`src/rtl/axi_lite_reg_slave_if.sv`:
```
// AXI-lite bus bundle between an AXI master and the register-file responder.
// Signal names follow the bus channel naming (AW/W/B/AR/R). The master drives
// addresses, data, valids and response readies; the slave drives the rest.
interface axi_lite_reg_slave_if #(
    parameter int ADDR_WIDTH = 8,
    parameter int DATA_WIDTH = 8
);
    // Write address channel
    logic [ADDR_WIDTH-1:0] AW_addr;
    logic                  AW_valid;
    logic                  AW_ready;

    // Write data channel
    logic [DATA_WIDTH-1:0] W_data;
    logic                  W_valid;
    logic                  W_ready;

    // Write response channel (1-bit response: 0 OKAY, 1 SLVERR)
    logic                  B_resp;
    logic                  B_valid;
    logic                  B_ready;

    // Read address channel
    logic [ADDR_WIDTH-1:0] AR_addr;
    logic                  AR_valid;
    logic                  AR_ready;

    // Read data channel (1-bit response: 0 OKAY, 1 SLVERR)
    logic [DATA_WIDTH-1:0] R_data;
    logic                  R_resp;
    logic                  R_valid;
    logic                  R_ready;

    modport master (
        output AW_addr, AW_valid,
        input  AW_ready,
        output W_data, W_valid,
        input  W_ready,
        input  B_resp, B_valid,
        output B_ready,
        output AR_addr, AR_valid,
        input  AR_ready,
        input  R_data, R_resp, R_valid,
        output R_ready
    );

    modport slave (
        input  AW_addr, AW_valid,
        output AW_ready,
        input  W_data, W_valid,
        output W_ready,
        output B_resp, B_valid,
        input  B_ready,
        input  AR_addr, AR_valid,
        output AR_ready,
        output R_data, R_resp, R_valid,
        input  R_ready
    );
endinterface

```
`src/rtl/axi_lite_reg_slave.sv`:
```
// AXI-lite register-file responder.
// Terminates AW/W/B and AR/R into NUM_REGS registers of DATA_WIDTH bits.
// The write and read paths are independent FSMs and may both be busy in the
// same cycle. Addresses at or above NUM_REGS get SLVERR: writes are dropped and
// reads return zero. A read and a write to the same register on the same edge
// return the pre-write value, because read data is taken from the register
// array before the write lands.
// All bus outputs, including the readies, come straight from flops; each ready
// is loaded with the value it must have in the following cycle.
module axi_lite_reg_slave #(
    parameter int ADDR_WIDTH = 8,
    parameter int DATA_WIDTH = 8,
    parameter int NUM_REGS   = 16
) (
    input  logic                 A_clk,
    input  logic                 A_reset,
    axi_lite_reg_slave_if.slave  bus
);

    // Register index width; at least one bit so the slice below stays legal.
    localparam int IDX_W = (NUM_REGS > 1) ? $clog2(NUM_REGS) : 1;

    // NUM_REGS widened by one bit so the range compare cannot overflow.
    localparam logic [ADDR_WIDTH:0] NUM_REGS_EXT = (ADDR_WIDTH + 1)'(NUM_REGS);

    typedef enum logic [0:0] {
        W_IDLE = 1'b0,
        W_RESP = 1'b1
    } wr_state_t;

    typedef enum logic [0:0] {
        R_IDLE = 1'b0,
        R_DATA = 1'b1
    } rd_state_t;

    // Full-width address compare: no aliasing or wrap above NUM_REGS.
    function automatic logic in_range(input logic [ADDR_WIDTH-1:0] addr);
        return ({1'b0, addr} < NUM_REGS_EXT);
    endfunction

    // Register bank
    logic [DATA_WIDTH-1:0] regs_r [NUM_REGS];

    // Write path state
    wr_state_t             wr_state_r;
    logic                  aw_held_r;
    logic                  w_held_r;
    logic [ADDR_WIDTH-1:0] aw_addr_r;
    logic [DATA_WIDTH-1:0] w_data_r;
    logic                  aw_ready_r;
    logic                  w_ready_r;
    logic                  b_valid_r;
    logic                  b_resp_r;

    // Read path state
    rd_state_t             rd_state_r;
    logic                  ar_ready_r;
    logic                  r_valid_r;
    logic                  r_resp_r;
    logic [DATA_WIDTH-1:0] r_data_r;

    // Write-side combinational decode
    logic                  aw_hs_s;
    logic                  w_hs_s;
    logic                  commit_s;
    logic [ADDR_WIDTH-1:0] commit_addr_s;
    logic [DATA_WIDTH-1:0] commit_data_s;
    logic                  wr_en_s;

    // Read-side combinational decode
    logic                  ar_hs_s;
    logic                  rd_hit_s;
    logic [DATA_WIDTH-1:0] rd_data_s;

    // Handshakes, commit detection and the address/data used by a commit.
    always_comb begin
        aw_hs_s       = bus.AW_valid & aw_ready_r;
        w_hs_s        = bus.W_valid & w_ready_r;
        commit_addr_s = aw_addr_r;
        commit_data_s = w_data_r;
        commit_s      = 1'b0;
        wr_en_s       = 1'b0;
        if (aw_hs_s) begin
            commit_addr_s = bus.AW_addr;
        end else begin
            commit_addr_s = aw_addr_r;
        end
        if (w_hs_s) begin
            commit_data_s = bus.W_data;
        end else begin
            commit_data_s = w_data_r;
        end
        if ((wr_state_r == W_IDLE) && (aw_held_r || aw_hs_s) && (w_held_r || w_hs_s)) begin
            commit_s = 1'b1;
            wr_en_s  = in_range(commit_addr_s);
        end else begin
            commit_s = 1'b0;
            wr_en_s  = 1'b0;
        end
    end

    // Read address handshake and read-data selection from the current bank.
    always_comb begin
        ar_hs_s   = bus.AR_valid & ar_ready_r;
        rd_hit_s  = in_range(bus.AR_addr);
        rd_data_s = {DATA_WIDTH{1'b0}};
        if (rd_hit_s) begin
            rd_data_s = regs_r[bus.AR_addr[IDX_W-1:0]];
        end else begin
            rd_data_s = {DATA_WIDTH{1'b0}};
        end
    end

    // Register bank: cleared on reset, written only by an in-range commit.
    always_ff @(posedge A_clk or negedge A_reset) begin
        if (!A_reset) begin
            for (int i = 0; i < NUM_REGS; i++) begin
                regs_r[i] <= {DATA_WIDTH{1'b0}};
            end
        end else if (wr_en_s) begin
            regs_r[commit_addr_s[IDX_W-1:0]] <= commit_data_s;
        end
    end

    // Write FSM: collect AW and W in any order, commit, then hold B until accepted.
    always_ff @(posedge A_clk or negedge A_reset) begin
        if (!A_reset) begin
            wr_state_r <= W_IDLE;
            aw_held_r  <= 1'b0;
            w_held_r   <= 1'b0;
            aw_addr_r  <= {ADDR_WIDTH{1'b0}};
            w_data_r   <= {DATA_WIDTH{1'b0}};
            aw_ready_r <= 1'b0;
            w_ready_r  <= 1'b0;
            b_valid_r  <= 1'b0;
            b_resp_r   <= 1'b0;
        end else begin
            case (wr_state_r)
                W_IDLE: begin
                    if (commit_s) begin
                        b_valid_r  <= 1'b1;
                        b_resp_r   <= ~in_range(commit_addr_s);
                        aw_held_r  <= 1'b0;
                        w_held_r   <= 1'b0;
                        aw_ready_r <= 1'b0;
                        w_ready_r  <= 1'b0;
                        wr_state_r <= W_RESP;
                    end else begin
                        if (aw_hs_s) begin
                            aw_held_r  <= 1'b1;
                            aw_addr_r  <= bus.AW_addr;
                            aw_ready_r <= 1'b0;
                        end else begin
                            aw_ready_r <= ~aw_held_r;
                        end
                        if (w_hs_s) begin
                            w_held_r  <= 1'b1;
                            w_data_r  <= bus.W_data;
                            w_ready_r <= 1'b0;
                        end else begin
                            w_ready_r <= ~w_held_r;
                        end
                    end
                end
                W_RESP: begin
                    if (bus.B_ready) begin
                        b_valid_r  <= 1'b0;
                        aw_ready_r <= 1'b1;
                        w_ready_r  <= 1'b1;
                        wr_state_r <= W_IDLE;
                    end
                end
                default: begin
                    wr_state_r <= W_IDLE;
                    aw_held_r  <= 1'b0;
                    w_held_r   <= 1'b0;
                    aw_ready_r <= 1'b0;
                    w_ready_r  <= 1'b0;
                    b_valid_r  <= 1'b0;
                    b_resp_r   <= 1'b0;
                end
            endcase
        end
    end

    // Read FSM: sample the bank on the AR handshake, then hold R until accepted.
    always_ff @(posedge A_clk or negedge A_reset) begin
        if (!A_reset) begin
            rd_state_r <= R_IDLE;
            ar_ready_r <= 1'b0;
            r_valid_r  <= 1'b0;
            r_resp_r   <= 1'b0;
            r_data_r   <= {DATA_WIDTH{1'b0}};
        end else begin
            case (rd_state_r)
                R_IDLE: begin
                    if (ar_hs_s) begin
                        r_data_r   <= rd_data_s;
                        r_resp_r   <= ~rd_hit_s;
                        r_valid_r  <= 1'b1;
                        ar_ready_r <= 1'b0;
                        rd_state_r <= R_DATA;
                    end else begin
                        ar_ready_r <= 1'b1;
                    end
                end
                R_DATA: begin
                    if (bus.R_ready) begin
                        r_valid_r  <= 1'b0;
                        ar_ready_r <= 1'b1;
                        rd_state_r <= R_IDLE;
                    end
                end
                default: begin
                    rd_state_r <= R_IDLE;
                    ar_ready_r <= 1'b0;
                    r_valid_r  <= 1'b0;
                    r_resp_r   <= 1'b0;
                    r_data_r   <= {DATA_WIDTH{1'b0}};
                end
            endcase
        end
    end

    assign bus.AW_ready = aw_ready_r;
    assign bus.W_ready  = w_ready_r;
    assign bus.B_valid  = b_valid_r;
    assign bus.B_resp   = b_resp_r;
    assign bus.AR_ready = ar_ready_r;
    assign bus.R_valid  = r_valid_r;
    assign bus.R_resp   = r_resp_r;
    assign bus.R_data   = r_data_r;

endmodule

```
`src/flat_wrapper.sv`:
```
// flat-port wrapper written by rule: the top's interface ports become plain ports
module axi_lite_reg_slave_flat 
#(
    parameter int ADDR_WIDTH = 8,
    parameter int DATA_WIDTH = 8,
    parameter int NUM_REGS   = 16
)
  (A_clk, A_reset, bus_AW_addr, bus_AW_valid, bus_AW_ready, bus_W_data, bus_W_valid, bus_W_ready, bus_B_resp, bus_B_valid, bus_B_ready, bus_AR_addr, bus_AR_valid, bus_AR_ready, bus_R_data, bus_R_resp, bus_R_valid, bus_R_ready);
  axi_lite_reg_slave_if #(.ADDR_WIDTH(ADDR_WIDTH), .DATA_WIDTH(DATA_WIDTH)) bus_i ();
  input  logic A_clk;
  input  logic A_reset;
  input wire logic [$bits(bus_i.AW_addr)-1:0] bus_AW_addr;
  input wire logic [$bits(bus_i.AW_valid)-1:0] bus_AW_valid;
  output wire logic [$bits(bus_i.AW_ready)-1:0] bus_AW_ready;
  input wire logic [$bits(bus_i.W_data)-1:0] bus_W_data;
  input wire logic [$bits(bus_i.W_valid)-1:0] bus_W_valid;
  output wire logic [$bits(bus_i.W_ready)-1:0] bus_W_ready;
  output wire logic [$bits(bus_i.B_resp)-1:0] bus_B_resp;
  output wire logic [$bits(bus_i.B_valid)-1:0] bus_B_valid;
  input wire logic [$bits(bus_i.B_ready)-1:0] bus_B_ready;
  input wire logic [$bits(bus_i.AR_addr)-1:0] bus_AR_addr;
  input wire logic [$bits(bus_i.AR_valid)-1:0] bus_AR_valid;
  output wire logic [$bits(bus_i.AR_ready)-1:0] bus_AR_ready;
  output wire logic [$bits(bus_i.R_data)-1:0] bus_R_data;
  output wire logic [$bits(bus_i.R_resp)-1:0] bus_R_resp;
  output wire logic [$bits(bus_i.R_valid)-1:0] bus_R_valid;
  input wire logic [$bits(bus_i.R_ready)-1:0] bus_R_ready;
  assign bus_i.AW_addr = bus_AW_addr;
  assign bus_i.AW_valid = bus_AW_valid;
  assign bus_AW_ready = bus_i.AW_ready;
  assign bus_i.W_data = bus_W_data;
  assign bus_i.W_valid = bus_W_valid;
  assign bus_W_ready = bus_i.W_ready;
  assign bus_B_resp = bus_i.B_resp;
  assign bus_B_valid = bus_i.B_valid;
  assign bus_i.B_ready = bus_B_ready;
  assign bus_i.AR_addr = bus_AR_addr;
  assign bus_i.AR_valid = bus_AR_valid;
  assign bus_AR_ready = bus_i.AR_ready;
  assign bus_R_data = bus_i.R_data;
  assign bus_R_resp = bus_i.R_resp;
  assign bus_R_valid = bus_i.R_valid;
  assign bus_i.R_ready = bus_R_ready;
  axi_lite_reg_slave #(.ADDR_WIDTH(ADDR_WIDTH), .DATA_WIDTH(DATA_WIDTH), .NUM_REGS(NUM_REGS)) u_core (.A_clk(A_clk), .A_reset(A_reset), .bus(bus_i));
endmodule
```
`config.mk`:
```
export PLATFORM = sky130hd
export DESIGN_NAME = axi_lite_reg_slave_flat
export DESIGN_NICKNAME = d
export VERILOG_FILES = /design/src/rtl/axi_lite_reg_slave_if.sv /design/src/rtl/axi_lite_reg_slave.sv /design/src/flat_wrapper.sv
export SDC_FILE = /design/constraint.sdc
export NUM_CORES = 1
export LEC_CHECK = 0
export BUFFER_PORTS_ARGS = -buffer_cell sky130_fd_sc_hd__buf_2
export CAP_MARGIN = 10
export CORE_ASPECT_RATIO = 0.8
export CORE_MARGIN = 10
export CORE_UTILIZATION = 55
export CTS_CLUSTER_SIZE = 16
export DETAILED_ROUTE_END_ITERATION = 6
export PLACE_DENSITY = 0.79
export SLEW_MARGIN = 30
export SYNTH_ARGS = -nofsm -noshare
export SYNTH_HDL_FRONTEND = slang
export SYNTH_SLANG_ARGS = --single-unit
```
`constraint.sdc`:
```
create_clock -name A_clk -period 2.1 [get_ports A_clk]
set_input_delay 0.315 -clock A_clk [delete_from_list [all_inputs] [get_ports A_clk]]
set_output_delay 0.315 -clock A_clk [all_outputs]
set_load 0.05 [all_outputs]
```
## Yosys cells after proc, flatten, opt, wreduce, memory -nomap -nowiden

Index checks and enable logic that the tools add are counted.

| word-level totals | value |
|---|---|
| word-level logic and storage cells | 102 |
| input bits | 31 |
| bits in registers | 163 |

| operators by class | value |
|---|---|
| $lt $le $gt $ge | 5 |
| multiplexer cells | 37 |
| bitwise operators | 12 |
| equal/unequal tests | 4 |
| reductions and logical operators | 14 |

Operator list:

| cell | count |
|---|---|
| $bwmux 128 | 1 |
| $mux 8 | 6 |
| $bmux 8 s4 | 1 |
| $demux 8 s4 | 1 |
| $mux 1 | 21 |
| $lt 8x5->1 const B | 2 |
| $pmux 1 s2 | 7 |
| $reduce_and 2->1 | 7 |
| $ge 5x5->1 const B | 2 |
| $not 4->5 | 2 |
| $not 1->1 | 7 |
| $lt 5x1->1 const B | 1 |
| $ne 2x1->1 const B | 2 |
| $ne 2x2->1 const B | 2 |
| $reduce_bool 2->1 | 2 |
| $and 1x1->1 | 3 |
| $logic_and 1x1->1 | 3 |
| $logic_or 1x1->1 | 2 |

## Logic depth before layout (Yosys ltp)

| depth | value |
|---|---|
| depth in word-level cells | 8 |
| mapped depth | 7 |

## Least setup slack after synthesis

No wires, ideal clock.

| path | value |
|---|---|
| path kind | register -> register |
| from | register u_core.w_ready_r, in the netlist u_core.bus.W_ready |
| to | register u_core.regs_r[83] (netlist bit) |
| data required time | 1.972 ns |
| slack | -0.021 ns |
| cell stages (with the launch flop) | 6 |
| arrival | 1.993 ns |
| path through | dfrtp_1 > a21oi_1 > nor3_4 > buf_6 > nand4_4 > mux2_1 |

| on the way | value |
|---|---|
| longest elaborated chain between the ends | 4 |
| elaborated cells between the ends (all ways) | 6 |

RTL lines:

| what | RTL line | text |
|---|---|---|
| start, declared | axi_lite_reg_slave.sv:51 | `logic w_ready_r;` |
| start signal, assigned | axi_lite_reg_slave.sv:161 | `w_ready_r <= ~w_held_r;` |
| $and 1x1->1 (*) | axi_lite_reg_slave.sv:78 | `w_hs_s = bus.W_valid & w_ready_r;` |
| $logic_or 1x1->1 | axi_lite_reg_slave.sv:93 | `if ((wr_state_r == W_IDLE) && (aw_held_r \|\| aw_hs_s) && (w_held_r \|\| w_hs_s)) begin` |
| $logic_and 1x1->1 | axi_lite_reg_slave.sv:93 |  |
| $mux 1 | axi_lite_reg_slave.sv:93 |  |
| end signal, assigned by index | axi_lite_reg_slave.sv:118 | `regs_r[i] <= {DATA_WIDTH{1'b0}};` |
| end signal, assigned by index | axi_lite_reg_slave.sv:121 | `regs_r[commit_addr_s[IDX_W-1:0]] <= commit_data_s;` |
| end, declared | axi_lite_reg_slave.sv:42 | `logic [DATA_WIDTH-1:0] regs_r [NUM_REGS];` |

Every way passes the cells marked *; elsewhere a longest branch is shown, timed or not.
A chain may end at the register's enable or synchronous reset.

## Final worst setup path

| path | value |
|---|---|
| from | register u_core.aw_ready_r, in the netlist u_core.bus.AW_ready |
| to | register u_core.regs_r[71] (netlist bit) |

| on the way | value |
|---|---|
| longest elaborated chain between the ends | 8 |
| elaborated cells between the ends (all ways) | 14 |

RTL lines:

| what | RTL line | text |
|---|---|---|
| start, declared | axi_lite_reg_slave.sv:50 | `logic aw_ready_r;` |
| start signal, assigned | axi_lite_reg_slave.sv:154 | `aw_ready_r <= ~aw_held_r;` |
| $and 1x1->1 (*) | axi_lite_reg_slave.sv:77 | `aw_hs_s = bus.AW_valid & aw_ready_r;` |
| $mux 8 | axi_lite_reg_slave.sv:83 | `if (aw_hs_s) begin` |
| $not 4->5 (implied by the code) | axi_lite_reg_slave.sv:121 |  |
| $ge 5x5->1 (implied by the code) or $lt 5x1->1 (tied branches) | axi_lite_reg_slave.sv:121 |  |
| $logic_and 1x1->1 (implied by the code) | axi_lite_reg_slave.sv:121 |  |
| $mux 8 (implied by the code) | axi_lite_reg_slave.sv:121 |  |
| $demux 8 s4 | axi_lite_reg_slave.sv:121 |  |
| $bwmux 128 | axi_lite_reg_slave.sv:121 |  |

Marked as above.

==> summary.txt <==
Timing
  • Final Max Tran Viols: 0
  • Rel. slew slack: between 60% and 70%
  • Final hold vios: 0
  • Tmin final: ~2000 ps
  • Clk_skew: 8.086 ps
  • Fmax: approximately 500 MHz
  • RSZ-0062 raised after global routing: false
  • Crit share post-route: between 90 and 100%
  • Final setup margin: ~100 ps
  • Worst hold margin: between 100 and 150 ps
  • Worst-Margin Slew: about 600 ps
  • Final setup viols: 0

Worst setup path
  • Critical path launch point type: flip-flop
  • Worst setup EP type: flip-flop
  • WP data required: about 2400 ps
  • Worst reg2reg path depth: 4
  • CP arrival: ~2300 ps
  • CP Class: flip-flop to flip-flop
  • Max FO, Critical Path: 8

GRT
  • First-pass GRT wire length: between 20,000 and 30,000 um
  • Initial antenna violation count: 0
  • All-Layer GR Usage: a little under a fifth
  • Vias in the first global route: between 4,000 and 5,000
  • Total grt overflow: 0
  • Pin count of the biggest net entering global routing: 66

Cells and area
  • Area grow syn2layout: 14.60%
  • Diode count: 0
  • Layout cells sized above 1: roughly 54%
  • Finished Layout Cells: between 700 and 800
  • Area of the multi-input gates: 3395 um^2
  • # fillers: approximately 1,000
  • FF/Latch Area: about 4100 um^2
  • NumNets Final: 575
  • Final core utilization: around 64%

Floorplanning
  • Starting Density: a little under three fifths
  • Core area: ~14,000 um^2
  • Die Area: between 15,000 and 20,000 um^2
  • Row cnt: 38
  • Die Ht: between 100 and 150 um
  • Die W: approximately 150 um
  • I/O pin total: 46

Yosys
  • YS warnings: 0
  • Post-Syn Instances: 488
  • Synth Area per Inst: approximately 16 um^2
  • Seq/Total Area, Yosys: 53.59%
  • Netlist cell types: 41
  • Yosys top cell by area: dfrtp_1
  • Syn nets: 519
  • Ys async rst share: 100.0%
  • FF+latch count, synth: roughly 160
  • EDFF count, synth: 0
  • Most frequently used flop master after synthesis: dfrtp_1
  • Synth top area cells: dfrtp_1, mux2_2, mux4_2
  • Top cell type's share of synthesized area: between 50 and 60%
  • Post-synthesis instance area: 7611 um^2

Power
  • Gate power share: just under 30%
  • Pwr dens: ~1200 nW/um^2
  • NetSw: 3.293 mW
  • Sw Share: 31.76%
  • Sequential share of power: roughly two fifths
  • Leakage: approximately 4.3 nW
  • Total power: 10.37 mW
  • Peak VDD IR: 783.6 uV
  • Internal: 7.074 mW
  • Clk pwr share: 29.1%

Route
  • Remaining DRCs: 0
  • DR vias: around 4,400
  • Routed wire length: between 15,000 and 20,000 um
  • DR pass1 iterations: 6
  • Initial DRC Count: approximately 220
  • Antenna viol nets, final: 0
  • Wire length per cell: roughly 22 um
  • Vias per inst: roughly 6.0

Placement
  • Pre-CTS WS: -27.45 ps
  • Placed cell count: roughly 700
  • RePlAce Congestion: approximately 0.82
  • IO buf count: 45
  • Hpwl dp: roughly 11,000 um

Clocking
  • # Post-CTS Setup Buffers: 0
  • Clock Sinks: between 150 and 200
  • CTS tree: built
  • Longest Clk Path Bufs: 2
  • Clock Latency Late Sink: 430 ps
  • Worst-path clk slew: roughly 60 ps
  • Num CTS Buffers: 17
  • CTS H-tree lvls: 4
  • CTS root buffer: clkbuf_16

Hold path
  • Worst Hold Class: input pin to flip-flop
  • Cells on Worst Hold Path: 2

Run
  • Max-cap violations: 0

Outcome
  • Status: complete, no violations
final timing paths:
kind / startpoint / endpoint / slack [ps]
worst max-delay path: u_core.bus.AW_ready$_DFFE_PN0P_ / u_core.regs_r[71]$_DFFE_PN0P_ / 100
worst min-delay path: bus_R_ready / u_core.rd_state_r$_DFF_PN0_ / 120
worst max register to register: u_core.bus.AW_ready$_DFFE_PN0P_ / u_core.regs_r[71]$_DFFE_PN0P_ / 100
max in group asynchronous: A_reset / u_core.regs_r[7]$_DFFE_PN0P_ / 1080
worst min register to register: u_core.bus.B_valid$_DFFE_PN0P_ / u_core.bus.B_valid$_DFFE_PN0P_ / 480
min in group asynchronous: A_reset / u_core.w_data_r[5]$_DFFE_PN0P_ / 350
metrics by stage:
stage               TNS, ps  instance area [um^2]
detailed placement   -156.3                  8132
CTS                       0                  8713
global route              0                  8722
floorplan                 0                  7614
finish                    0                  8722
global placement          0                  8132
sequential cells by signal, indices dropped and copies added (netlist names):
| signal | cells |
|---|---|
| u_core.bus.R_data | 8 |
| u_core.aw_addr_r | 8 |
| u_core.w_held_r | 1 |
| u_core.bus.R_valid | 1 |
| u_core.bus.AW_ready | 1 |
| u_core.bus.B_resp | 1 |
| u_core.bus.B_valid | 1 |
| u_core.rd_state_r | 1 |
| u_core.bus.R_resp | 1 |
| u_core.wr_state_r | 1 |
| u_core.bus.AR_ready | 1 |
| u_core.bus.W_ready | 1 |
| u_core.regs_r | 128 |
| u_core.w_data_r | 8 |
| u_core.aw_held_r | 1 |
what timing repair did:
action | CTS | global route
hold buffers | 1 | 0
setup endpoints to repair | 1 | 17
endpoints found under the hold margin | 33 | 0
resized for setup | 1 | 2
logic make-up after synthesis:
group | share of synthesized area, %
and+or+nand+nor | 7.234
muxes | 34.26
DFF | 53.59
AOI/OAI and AO/OA | 2.976
buffers and inverters | 1.940
routing by layer:
metal	track usage, %	part of all wire, %	vias to the layer above
li1	-	-	1963
met1	24.04	44	2385
met2	28.45	49	81
met3	4.831	5.7	14
met4	4.983	0.89	0
met5	0	0	-
power groups by stage:
stage / Combinational, mW / Clock, mW / Sequential [mW]
global placement: 2.87 / 0 / 4.32
CTS: 3.02 / 3.06 / 4.34
floorplan: 2.08 / 0 / 4.44
detailed placement: 3.01 / 0 / 4.39
global route: 3.26 / 3.21 / 4.44
finish: 3.01 / 3.01 / 4.35
worst max-delay path: stages (launching register included):
cell and delay [ps]:
dfrtp_2 440, and2_2 280, o21ai_2 400, nand4_2 370
mux2_2 380
synthesized netlist by cell type, types with 2 or more instances:
| library cell | number |
|---|---|
| o21ai_2 | 5 |
| nand4_2 | 3 |
| buf_2 | 7 |
| mux4_2 | 32 |
| nand3_1 | 2 |
| and4b_1 | 3 |
| buf_1 | 2 |
| mux2_2 | 147 |
| nand2_1 | 21 |
| o221ai_1 | 8 |
| o21ai_0 | 2 |
| o22a_1 | 2 |
| nor2_1 | 9 |
| mux2_1 | 5 |
| dfrtp_1 | 163 |
| nor4_1 | 3 |
| mux2i_1 | 16 |
| nand4_4 | 9 |
| a21oi_1 | 3 |
| buf_4 | 2 |
| buf_6 | 3 |
| nand4b_1 | 4 |
| clkbuf_1 | 14 |
| nand2b_1 | 5 |
| nand4_1 | 2 |
final cells by class:
type / count / area share, %
inverters: 1 / 0.04304
repair buffers: 65 / 5.121
clock buffers: 25 / 5.681
clock inverters: 5 / 0.8607
flip-flops and latches: 163 / 46.79
multi-input cells: 296 / 38.92
well taps: 180 / 2.582
cells in the final DEF (no fill, tap or decap), types with 2 or more instances in the layout:
cell	count
nand3_1	2
a21oi_1	3
clkbuf_1	4
o22a_1	2
nand2_1	21
nor2_1	9
clkbuf_8	4
clkbuf_16	17
o21ai_0	2
buf_2	44
nand4_2	3
nand4_1	2
bufinv_16	2
dfrtp_2	2
dfrtp_1	161
and4b_1	2
nand4_4	9
mux4_2	32
mux2_2	147
o21ai_4	2
nor4_1	3
o21ai_2	4
clkinv_2	3
mux2_1	5
buf_12	5
buf_4	14
nand2b_1	5
nand4b_1	4
mux2i_1	16
o221ai_1	8
Note: power is estimated with default switching activity, not from simulation.
